### config.mk
export PLATFORM = sky130hd
export DESIGN_NAME = an_encoder_seq
export DESIGN_NICKNAME = d
export VERILOG_FILES = /design/src/rtl/an_code_pkg.sv /design/src/rtl/an_encoder_seq.sv
export SDC_FILE = /design/constraint.sdc
export NUM_CORES = 1
export LEC_CHECK = 0
export CAP_MARGIN = 20
export CORE_MARGIN = 2
export CORE_UTILIZATION = 45
export CTS_BUF_LIST = sky130_fd_sc_hd__clkbuf_16
export CTS_CLUSTER_SIZE = 20
export DETAILED_ROUTE_END_ITERATION = 6
export PLACE_DENSITY = 0.7
export SYNTH_ARGS = -nofsm -noshare
export SYNTH_HDL_FRONTEND = slang
export SYNTH_SLANG_ARGS = --single-unit
### constraint.sdc
create_clock -name clk -period 3.58 [get_ports clk]
set_input_delay 0.537 -clock clk [delete_from_list [all_inputs] [get_ports clk]]
set_output_delay 0.537 -clock clk [all_outputs]
set_load 0.01 [all_outputs]
### src/rtl/an_code_pkg.sv
// Shared AN-code constants and types, common to the encoder and the downstream decoder
// so the modulus and widths cannot drift apart.
package an_code_pkg;

  localparam int unsigned A     = 19;
  localparam int unsigned N_W   = 4;
  localparam int unsigned A_W   = 5;
  localparam int unsigned AN_W  = 9;
  localparam int unsigned CNT_W = $clog2(N_W);

  typedef enum logic [1:0] {
    IDLE = 2'd0,
    MUL  = 2'd1,
    DONE = 2'd2
  } state_e;

  // Smallest code width that holds the largest product (2^n_w-1)*a without overflow.
  function automatic int unsigned an_w_required(input int unsigned a, input int unsigned n_w);
    return $clog2(((2 ** n_w) - 1) * a + 1);
  endfunction

endpackage

### src/rtl/an_encoder_seq.sv
// Sequential AN-code encoder: code = A*N built by shift-and-add, one data bit per cycle,
// with an optional error mask XORed onto the presented word for in-system decoder testing.
module an_encoder_seq
  import an_code_pkg::*;
(
  input  logic            clk,
  input  logic            rst_n,
  input  logic            in_valid,
  output logic            in_ready,
  input  logic [N_W-1:0]  in_data,
  input  logic [AN_W-1:0] in_err_mask,
  output logic            out_valid,
  input  logic            out_ready,
  output logic [AN_W-1:0] out_code
);

  localparam logic [CNT_W-1:0] CNT_LAST = CNT_W'(N_W - 1);

  if ((AN_W < an_w_required(A, N_W)) || (A >= (2 ** A_W))) begin : g_width_check
    $error("an_encoder_seq: AN_W or A_W too small for A and N_W");
  end

  state_e            r_state;
  state_e            w_state_nxt;
  logic [AN_W-1:0]   r_acc;
  logic [AN_W-1:0]   w_acc_nxt;
  logic [N_W-1:0]    r_n;
  logic [N_W-1:0]    w_n_nxt;
  logic [AN_W-1:0]   r_mask;
  logic [AN_W-1:0]   w_mask_nxt;
  logic [CNT_W-1:0]  r_cnt;
  logic [CNT_W-1:0]  w_cnt_nxt;
  logic [AN_W-1:0]   w_addend;

  // Next-state and datapath update; acc always carries the clean product, mask stays separate.
  always_comb begin
    w_state_nxt = r_state;
    w_acc_nxt   = r_acc;
    w_n_nxt     = r_n;
    w_mask_nxt  = r_mask;
    w_cnt_nxt   = r_cnt;
    if (r_n[r_cnt]) begin
      w_addend = AN_W'(A) << r_cnt;
    end else begin
      w_addend = {AN_W{1'b0}};
    end
    case (r_state)
      IDLE: begin
        if (in_valid) begin
          w_n_nxt     = in_data;
          w_mask_nxt  = in_err_mask;
          w_acc_nxt   = {AN_W{1'b0}};
          w_cnt_nxt   = {CNT_W{1'b0}};
          w_state_nxt = MUL;
        end else begin
          w_state_nxt = IDLE;
        end
      end
      MUL: begin
        w_acc_nxt = r_acc + w_addend;
        w_cnt_nxt = r_cnt + CNT_W'(1);
        if (r_cnt == CNT_LAST) begin
          w_state_nxt = DONE;
        end else begin
          w_state_nxt = MUL;
        end
      end
      DONE: begin
        // A new word may be taken in the same cycle the current one is consumed.
        if (out_ready && in_valid) begin
          w_n_nxt     = in_data;
          w_mask_nxt  = in_err_mask;
          w_acc_nxt   = {AN_W{1'b0}};
          w_cnt_nxt   = {CNT_W{1'b0}};
          w_state_nxt = MUL;
        end else if (out_ready) begin
          w_state_nxt = IDLE;
        end else begin
          w_state_nxt = DONE;
        end
      end
      default: begin
        w_state_nxt = IDLE;
      end
    endcase
  end

  // State and datapath registers with synchronous active-low reset.
  always_ff @(posedge clk) begin
    if (!rst_n) begin
      r_state <= IDLE;
      r_acc   <= {AN_W{1'b0}};
      r_n     <= {N_W{1'b0}};
      r_mask  <= {AN_W{1'b0}};
      r_cnt   <= {CNT_W{1'b0}};
    end else begin
      r_state <= w_state_nxt;
      r_acc   <= w_acc_nxt;
      r_n     <= w_n_nxt;
      r_mask  <= w_mask_nxt;
      r_cnt   <= w_cnt_nxt;
    end
  end

  assign out_valid = (r_state == DONE);
  assign in_ready  = (r_state == IDLE) || ((r_state == DONE) && out_ready);
  assign out_code  = out_valid ? (r_acc ^ r_mask) : {AN_W{1'b0}};

endmodule

[Yosys cells after proc, flatten, opt, wreduce, memory -nomap -nowiden]
Index checks and enable logic that the tools add are counted.
Storage, ports and cells
  bits in registers: 26
  bits in latches: 0
  memory bits (writable): 0
  memory bits (read-only): 0
  bits of input ports: 17
  output and inout bits: 11
  logic and storage cells: 44
  memories: 0
Operators by class
  add/subtract/negate cells: 2
  multipliers: 0
  divide/modulo/power cells: 0
  $lt $le $gt $ge: 1
  equality and inequality tests: 5
  shift operators: 1
  multiplexer cells: 21
  bitwise operators: 1
  reduce and logical (&&, ||, !) cells: 8
Operators with widths (number)
  9-bit 2-to-1 mux: 6
  9-bit case mux with 3 select lines: 1
  9-bit case mux with 2 select lines: 1
  2-bit case mux with 3 select lines: 2
  2-bit 2-to-1 mux: 5
  9-bit adder: 1
  5-bit by 2-bit left shift with 9-bit output, first input constant: 1
  9-bit XOR: 1
  4-bit 2-to-1 mux: 2
  4-bit case mux with 2 select lines: 1
  3-bit AND reduction: 2
  2-bit == test, second input constant: 2
  2-bit by 3-bit less-than comparator with 1-bit output, second input constant: 1
  3-bit nonzero test: 1
  2-bit by 1-bit adder with 2-bit output, second input constant: 1
  1-bit binary-select mux with 2-bit select: 1
  2-bit by 1-bit == test with 1-bit output, second input constant: 1
  1-bit logical AND: 2
  2-bit logical NOT: 1
  1-bit 2-to-1 mux: 2
  2-bit by 1-bit != test with 1-bit output, second input constant: 1
  2-bit != test, second input constant: 1
  2-bit nonzero test: 1
  1-bit logical OR: 1

[Logic depth before layout (Yosys ltp)]
Gate-level depths: netlist (run 1).
  depth after elaboration: 5
  mapped depth: 11
  depth with buffers taken out: 11

[Least setup slack after synthesis (run 1)]
Ideal clock, no wire load.
  path type: flip-flop to flip-flop
  start: register r_cnt[0]
  end: register r_acc[6]
  library setup time: 133 ps
  arrival time: 2541 ps
  data required time: 3447 ps
  path slack: 906 ps
  cell stages (with the launch flop): 12
  path buffers: 0
  clock period less this slack: 2674 ps
  path through: dfxtp_1 mux2i_1 nor2_1 or2_2 and2_1 ha_1 fa_1 a211oi_1 nor2_2 o21a_1 o2111ai_1 o311ai_1
Between the ends
  word-level cells in the longest chain between the ends: 5
  elaborated cells on any way between the ends: 6
  classes of those cells: 1 x add/sub; 1 x shift; 4 x mux
RTL lines
  start, declared: RTL line an_encoder_seq.sv:31  | logic [CNT_W-1:0] r_cnt;
  start signal, assigned: RTL line an_encoder_seq.sv:95  | r_cnt <= {CNT_W{1'b0}};
  start signal, assigned: RTL line an_encoder_seq.sv:101  | r_cnt <= w_cnt_nxt;
  1-bit binary-select mux with 2-bit select: RTL line an_encoder_seq.sv:42  | if (r_n[r_cnt]) begin
  1-bit 2-to-1 mux (not written as such): RTL line an_encoder_seq.sv:42
  9-bit 2-to-1 mux (*): RTL line an_encoder_seq.sv:42
  9-bit adder (*): RTL line an_encoder_seq.sv:60  | w_acc_nxt = r_acc + w_addend;
  9-bit case mux with 3 select lines (*): RTL line an_encoder_seq.sv:47  | case (r_state)
  end signal, assigned: RTL line an_encoder_seq.sv:92  | r_acc <= {AN_W{1'b0}};
  end signal, assigned: RTL line an_encoder_seq.sv:98  | r_acc <= w_acc_nxt;
  end, declared: RTL line an_encoder_seq.sv:25  | logic [AN_W-1:0] r_acc;
Mark *: on every way between the ends. The rest lies on a longest branch, timed or not. The select of a mux whose other input is x is not followed.
A chain may end at the register's enable or synchronous reset.

[Final worst setup path (run 1)]
Ends and elaborated chain as after synthesis.

==> reports/results.ini, run 1 <==
[run_status]
run_status=completed

[route]
vias=1232
routed_wl_mm=3.21
antenna_left=0
drtIter0Drc=47
drtPass1Iterations=4
drc=0
via_per_inst=5.07
wl_per_cell_um=13.2

[cts]
cts_resized=0
cts_tree=built
numCtsBuffers=3
htree_levels=1
insertion_delay_ps=260
cts-root-buf=clkbuf_16
cts_setup_buffers=0
clockBufferDepth=2
cts_sinks=26
cts.clk_slew.worst_paths_ps=60
ctsHoldBuffers=0

[grt]
grt_max_degree=23
grt_use_total=0.182
first_global_vias=1207
grt-ovfl-total=0
antenna_found_initial=0
grt_pass1_wl_mm=5.22

[min_path]
hp-class=flop to flop
hold_start=r_n[3]$_SDFFE_PN0P_

[sta]
tns_ps=0
relSlewSlack=0.387
rsz0062_at_grt=false
slew_violations=0
post-route-period-util=0.810
finalHoldViolCount=0
tightest_slew_ps=919
period_needed_ps=2900
max_freq_ghz=0.345
setup_viol=0
skew_ps=4.36

[critical_path]
max_stage_delay_ps=440
end_kind=flop
crit_path_start=r_cnt[0]$_SDFFE_PN0P_
path_delay_family=compound AO/OA/AOI/OAI gates
worstPathCellList=mux2i_1 -> nor2_1 -> or2_2 -> and2_1 -> ha_1 -> fa_1 -> a211oi_1 -> nor2_2 -> o21a_1 -> o2111ai_1 -> o311ai_1
crit_path_max_fanout=6
arrival_ps=3040
timing.rr.start=r_cnt[0]$_SDFFE_PN0P_
path_class=flop to flop
crit_buf_inv=0
crit_path_top_delay_cell=dfxtp_1
required_ps=3710
cp-start-kind=flop

[cells_and_area]
fin_area_um2=1880
area_growth_pct=24.9
drive_gt1_frac=0.0352
nets=230
n_antenna_cell=0
fin_util=0.605
nFillCells=312

[logic_synthesis]
syn_nets=204
synth-seq-cells=26
yosys-top-cells-count=nor2_1 (35), dfxtp_1 (26), mux2i_1 (16), ha_1 (12), xnor2_1 (10)
synth.most_common_cell=nor2_1
synth_top_cell_by_area=dfxtp_1
synth_area_leaders=dfxtp_1 (35%), mux2i_1 (11%), ha_1 (10%)
synth-edff-count=0
async_flop_share=0
yosys_most_used_dff=dfxtp_1
synthCells=174
yosysSeqAreaShare=0.346
synth_area_um2=1500
yosys_warnings=0
synth_top_area_share=0.346
synth_cell_types=35
syn_area_per_cell_um2=8.64

[pwr]
p_per_area_nw_per_um2=346
p_total_w=0.000649
vdd.ir_drop.worst_uv=317
leakage_nw=0.791

[run]
cap_violations=0

[floorplanning]
die_y_um=61.8
core_area_um2=3100
start_util=0.484
dieArea_um2=3820
io_pins=28
rows=20
die_w_um=61.8

[placed_design]
dp_hpwl_mm=2.51
place_area_um2=1800
place_congestion=0.787
numPortBuffers=27

-- cell type report --
| class | instances | area [um2] | area share |
|---|---|---|---|
| multi-input cells | 133 | 918 | 0.489 |
| clock buffers | 3 | 75.1 | 0.0400 |
| clock inverters | 1 | 3.75 | 0.00200 |
| inverters | 9 | 33.8 | 0.0180 |
| well taps | 44 | 55.1 | 0.0293 |
| flip-flops and latches | 26 | 520 | 0.277 |
| repair buffers | 27 | 270 | 0.144 |
-- tightest hold or removal path, stage by stage (launching register included) --
cell     delay, ps
dfxtp_1        330
mux2i_1         70
nor2_1          70
-- through the flow --
step | setup slack, ps | std cells | hold WS, ps
6_report | 680 | 243 | 505
3_5_place_dp | 701 | 239 | 498
3_3_place_gp | 812 | 239 | 489
2_1_floorplan | 906 | 174 | 463
4_1_cts | 695 | 243 | 507
5_1_grt | 442 | 243 | 530
-- sequential cells by signal, summed over array words and instances (netlist names) --
name and flops:
r_state 2, r_cnt 2, r_mask 9, r_n 4
r_acc 9
-- where the power goes --
group / leakage, nW / total, W / switching [W] / internal [W]
clock network: 0.0385 / 0.000245 / 0.0000959 / 0.000149
logic: 0.540 / 0.0000911 / 0.0000440 / 0.0000471
registers: 0.212 / 0.000313 / 0.0000106 / 0.000302
total: 0.791 / 0.000649 / 0.000150 / 0.000499
-- kinds of logic after synthesis --
family / synth area share
compound gates: 0.141
xor+xnor: 0.0699
fa+ha+maj: 0.113
buf+inv: 0.0425
flops: 0.346
mux: 0.107
simple gates: 0.181
-- placed cells by master (no fill, tap or decap) --
cell             count
mux2i_1             16
ha_1                12
o22ai_1              2
o21bai_1             2
o21ai_0              7
nor3_1               2
or4_1                1
nor2_1              35
and2_1               5
xor2_1               2
nand2_2              1
dfxtp_1             26
a21o_1               1
and3_1               1
fa_1                 1
o21a_1               1
o211ai_1             1
or2_2                1
or3_1                2
nand3_1              4
o2111ai_1            1
clkinv_1             1
o311ai_1             1
a21oi_1              5
clkbuf_16            3
clkdlybuf4s50_1     27
a21o_2               1
inv_1                9
a211oi_1             3
xnor2_1             10
nand2_1              4
nor2b_1              2
a22oi_1              7
nand4_1              1
nor2_2               1
-- final timing paths --
kind,endpoint,slack [ps],cells after the start
worst min-delay path,r_n[3]$_SDFFE_PN0P_,500,2
worst max-delay path,r_acc[6]$_SDFFE_PN0P_,680,11
worst max register to register,r_acc[6]$_SDFFE_PN0P_,680,11
worst min register to register,r_n[3]$_SDFFE_PN0P_,500,2
-- per-layer routing --
layer,global-route usage,part of all wire
met5,0,0
met4,0.0122,0
met3,0.0435,0.035
met2,0.344,0.52
met1,0.218,0.45
No activity file was read; power rests on OpenSTA's default activity.
==> inputs of run 2 (changes only) <==
Clock period 3.58 ns to 2.8 ns, I/O delays scaled along.
==> reports/results.ini, run 2 (synthesized netlist as in run 1, its figures left out) <==
[critical_path]
crit_buf_inv=0  ; unchanged
crit_path_top_delay_cell=dfxtp_2
timing.rr.start=r_cnt[0]$_SDFFE_PN0P_
path_class=flop to flop
end_kind=flop
arrival_ps=2770  ; -270 ps
path_delay_family=compound AO/OA/AOI/OAI gates
cp-start-kind=flop
crit_path_max_fanout=5  ; -1
required_ps=2940  ; -770 ps
ff2ff_setup_slack_ps=170  ; -510 ps
r2r_cells=11  ; unchanged
r2r_end=r_acc[6]$_SDFFE_PN0P_
max_stage_delay_ps=380  ; -60 ps
worstPathCellList=mux2i_1 -> nor2_1 -> or2_2 -> and2_1 -> ha_1 -> fa_2 -> a211oi_2 -> nor2_2 -> o21a_1 -> o2111ai_1 -> o311ai_1

[cts]
cts_sinks=26  ; unchanged
ctsHoldBuffers=0  ; unchanged
cts_tree=built
clockBufferDepth=2  ; unchanged
cts-root-buf=clkbuf_16
cts.clk_slew.worst_paths_ps=70  ; about the same
numCtsBuffers=3  ; unchanged
htree_levels=1  ; unchanged
insertion_delay_ps=260  ; about the same

[cells_and_area]
final_common_cell=nor2_1
area_growth_pct=28.7
fin_util=0.623  ; +0.0185
fin_area_um2=1930  ; +3.1%
reg_top3=r_acc (9), r_mask (9), r_n (4)
final_cell_mix=nor2_1 (35), clkdlybuf4s50_1 (27), dfxtp_1 (25)
nFillCells=302  ; -3.2%
nets=233  ; +1.3%
multi_input_area_um2=926  ; +0.82%
instances_no_fill=246  ; +1.2%
drive_gt1_frac=0.0693  ; +0.0341
n_antenna_cell=0  ; unchanged
seq_area_um2=522  ; +0.24%

[pwr]
leakage_nw=0.818  ; +3.4%
vdd.ir_drop.worst_uv=248  ; -22%
power.switching_w=0.000204  ; +36%
p_clk_frac=0.442  ; +0.064
p_sw_frac=0.217  ; -0.0144
power.internal_w=0.000735  ; +47%
seqPwrFrac=0.426  ; -0.056
comb_power_share=0.131  ; -0.009
p_per_area_nw_per_um2=486  ; +40%
p_total_w=0.000940  ; +45%

[floorplanning]
rows=20  ; unchanged
start_util=0.484  ; unchanged
die_y_um=61.8  ; unchanged
io_pins=28  ; unchanged
core_area_um2=3100  ; unchanged
dieArea_um2=3820  ; unchanged
die_w_um=61.8  ; unchanged

[grt]
grt-ovfl-total=0  ; unchanged
grt_use_total=0.203  ; +0.0202
grt_max_degree=22  ; -4.3%
grt_pass1_wl_mm=5.58  ; +6.7%
antenna_found_initial=0  ; unchanged
first_global_vias=1199  ; -0.66%

[placed_design]
place_area_um2=1820  ; +1.3%
numPortBuffers=27  ; unchanged
place_congestion=0.770  ; -2.1%
dp.cells=242  ; +1.3%
dp_hpwl_mm=2.65  ; +5.5%

[sta]
finalHoldViolCount=0  ; unchanged
skew_ps=2.77  ; -1.59 ps
post-route-period-util=0.940  ; +0.129
relSlewSlack=0.361  ; -0.0263
period_needed_ps=2630  ; -269 ps
setup_viol=0  ; unchanged
rsz0062_at_grt=false
max_freq_ghz=0.380  ; +10%
tightest_slew_ps=959  ; +39.5 ps
slew_violations=0  ; unchanged

[route]
drc=0  ; unchanged
antenna_left=0  ; unchanged
routed_wl_mm=3.43  ; +7.0%
via_per_inst=5.32  ; +4.9%
drtPass1Iterations=4  ; unchanged
drtIter0Drc=60  ; +28%
wl_per_cell_um=14.0  ; +5.7%
vias=1308  ; +6.2%

[min_path]
hold_start=r_n[2]$_SDFFE_PN0P_
min_path_cells=2  ; unchanged
hp-class=flop to flop
holdPathEnd=r_n[2]$_SDFFE_PN0P_

[run_status]
run_status=completed

[run]
cap_violations=0  ; unchanged

==> run 2: metal layers <==
metal	track usage	vias to the layer above	wire, um
li1	-	658	-
met1	0.242	614	1470
met2	0.352	29	1780
met3	0.0455	7	125
met4	0.0790	0	61
met5	0	-	0
==> run 2: through the flow <==
step	setup slack (ps)	TNS, ps	hold WS (ps)
after global routing	18.6	0	551
after detailed placement	-6.71	-6.71	501
after global placement	111	0	492
after floorplan	126	0	463
final	169	0	512
after CTS	37.8	0	518
==> run 2: final cells by class <==
cell class / count / share of cell area
clock inverters: 1 / 0.0155
flip-flops and latches: 26 / 0.270
inverters: 9 / 0.0175
multi-input cells: 133 / 0.479
repair buffers: 30 / 0.151
clock buffers: 3 / 0.0388
well taps: 44 / 0.0285
==> run 2: tightest hold or removal path: stages (launching register included) <==
cell	delay (ps)
dfxtp_1	340
mux2i_1	70
nor2_1	70
==> run 2: worst max-delay path by stage <==
stage | to | cells after the start | start
2_1_floorplan | r_acc[6]$_SDFFE_PN0P_ | 11 | r_cnt[0]$_SDFFE_PN0P_
3_3_place_gp | r_acc[6]$_SDFFE_PN0P_ | 11 | r_cnt[0]$_SDFFE_PN0P_
3_5_place_dp | r_acc[6]$_SDFFE_PN0P_ | 11 | r_cnt[0]$_SDFFE_PN0P_
4_1_cts | r_acc[6]$_SDFFE_PN0P_ | 11 | r_cnt[0]$_SDFFE_PN0P_
5_1_grt | r_acc[4]$_SDFFE_PN0P_ | 11 | r_cnt[0]$_SDFFE_PN0P_
6_report | r_acc[6]$_SDFFE_PN0P_ | 11 | r_cnt[0]$_SDFFE_PN0P_
==> run 2: timing repair <==
| action | in CTS | in global routing |
|---|---|---|
| resized for setup | 1 | 2 |
| setup buffers | 0 | 0 |
| endpoints found under the setup margin | 1 | 3 |
==> run 2: power by group through the flow <==
| stage | Clock [W] | Sequential [W] | Combinational [W] |
|---|---|---|---|
| 6_report | 0.000416 | 0.000401 | 0.000123 |
| 3_5_place_dp | 0 | 0.000409 | 0.000123 |
| 3_3_place_gp | 0 | 0.000408 | 0.000118 |
| 4_1_cts | 0.000418 | 0.000401 | 0.000123 |
| 2_1_floorplan | 0 | 0.000405 | 0.0000796 |
| 5_1_grt | 0.000438 | 0.000402 | 0.000137 |
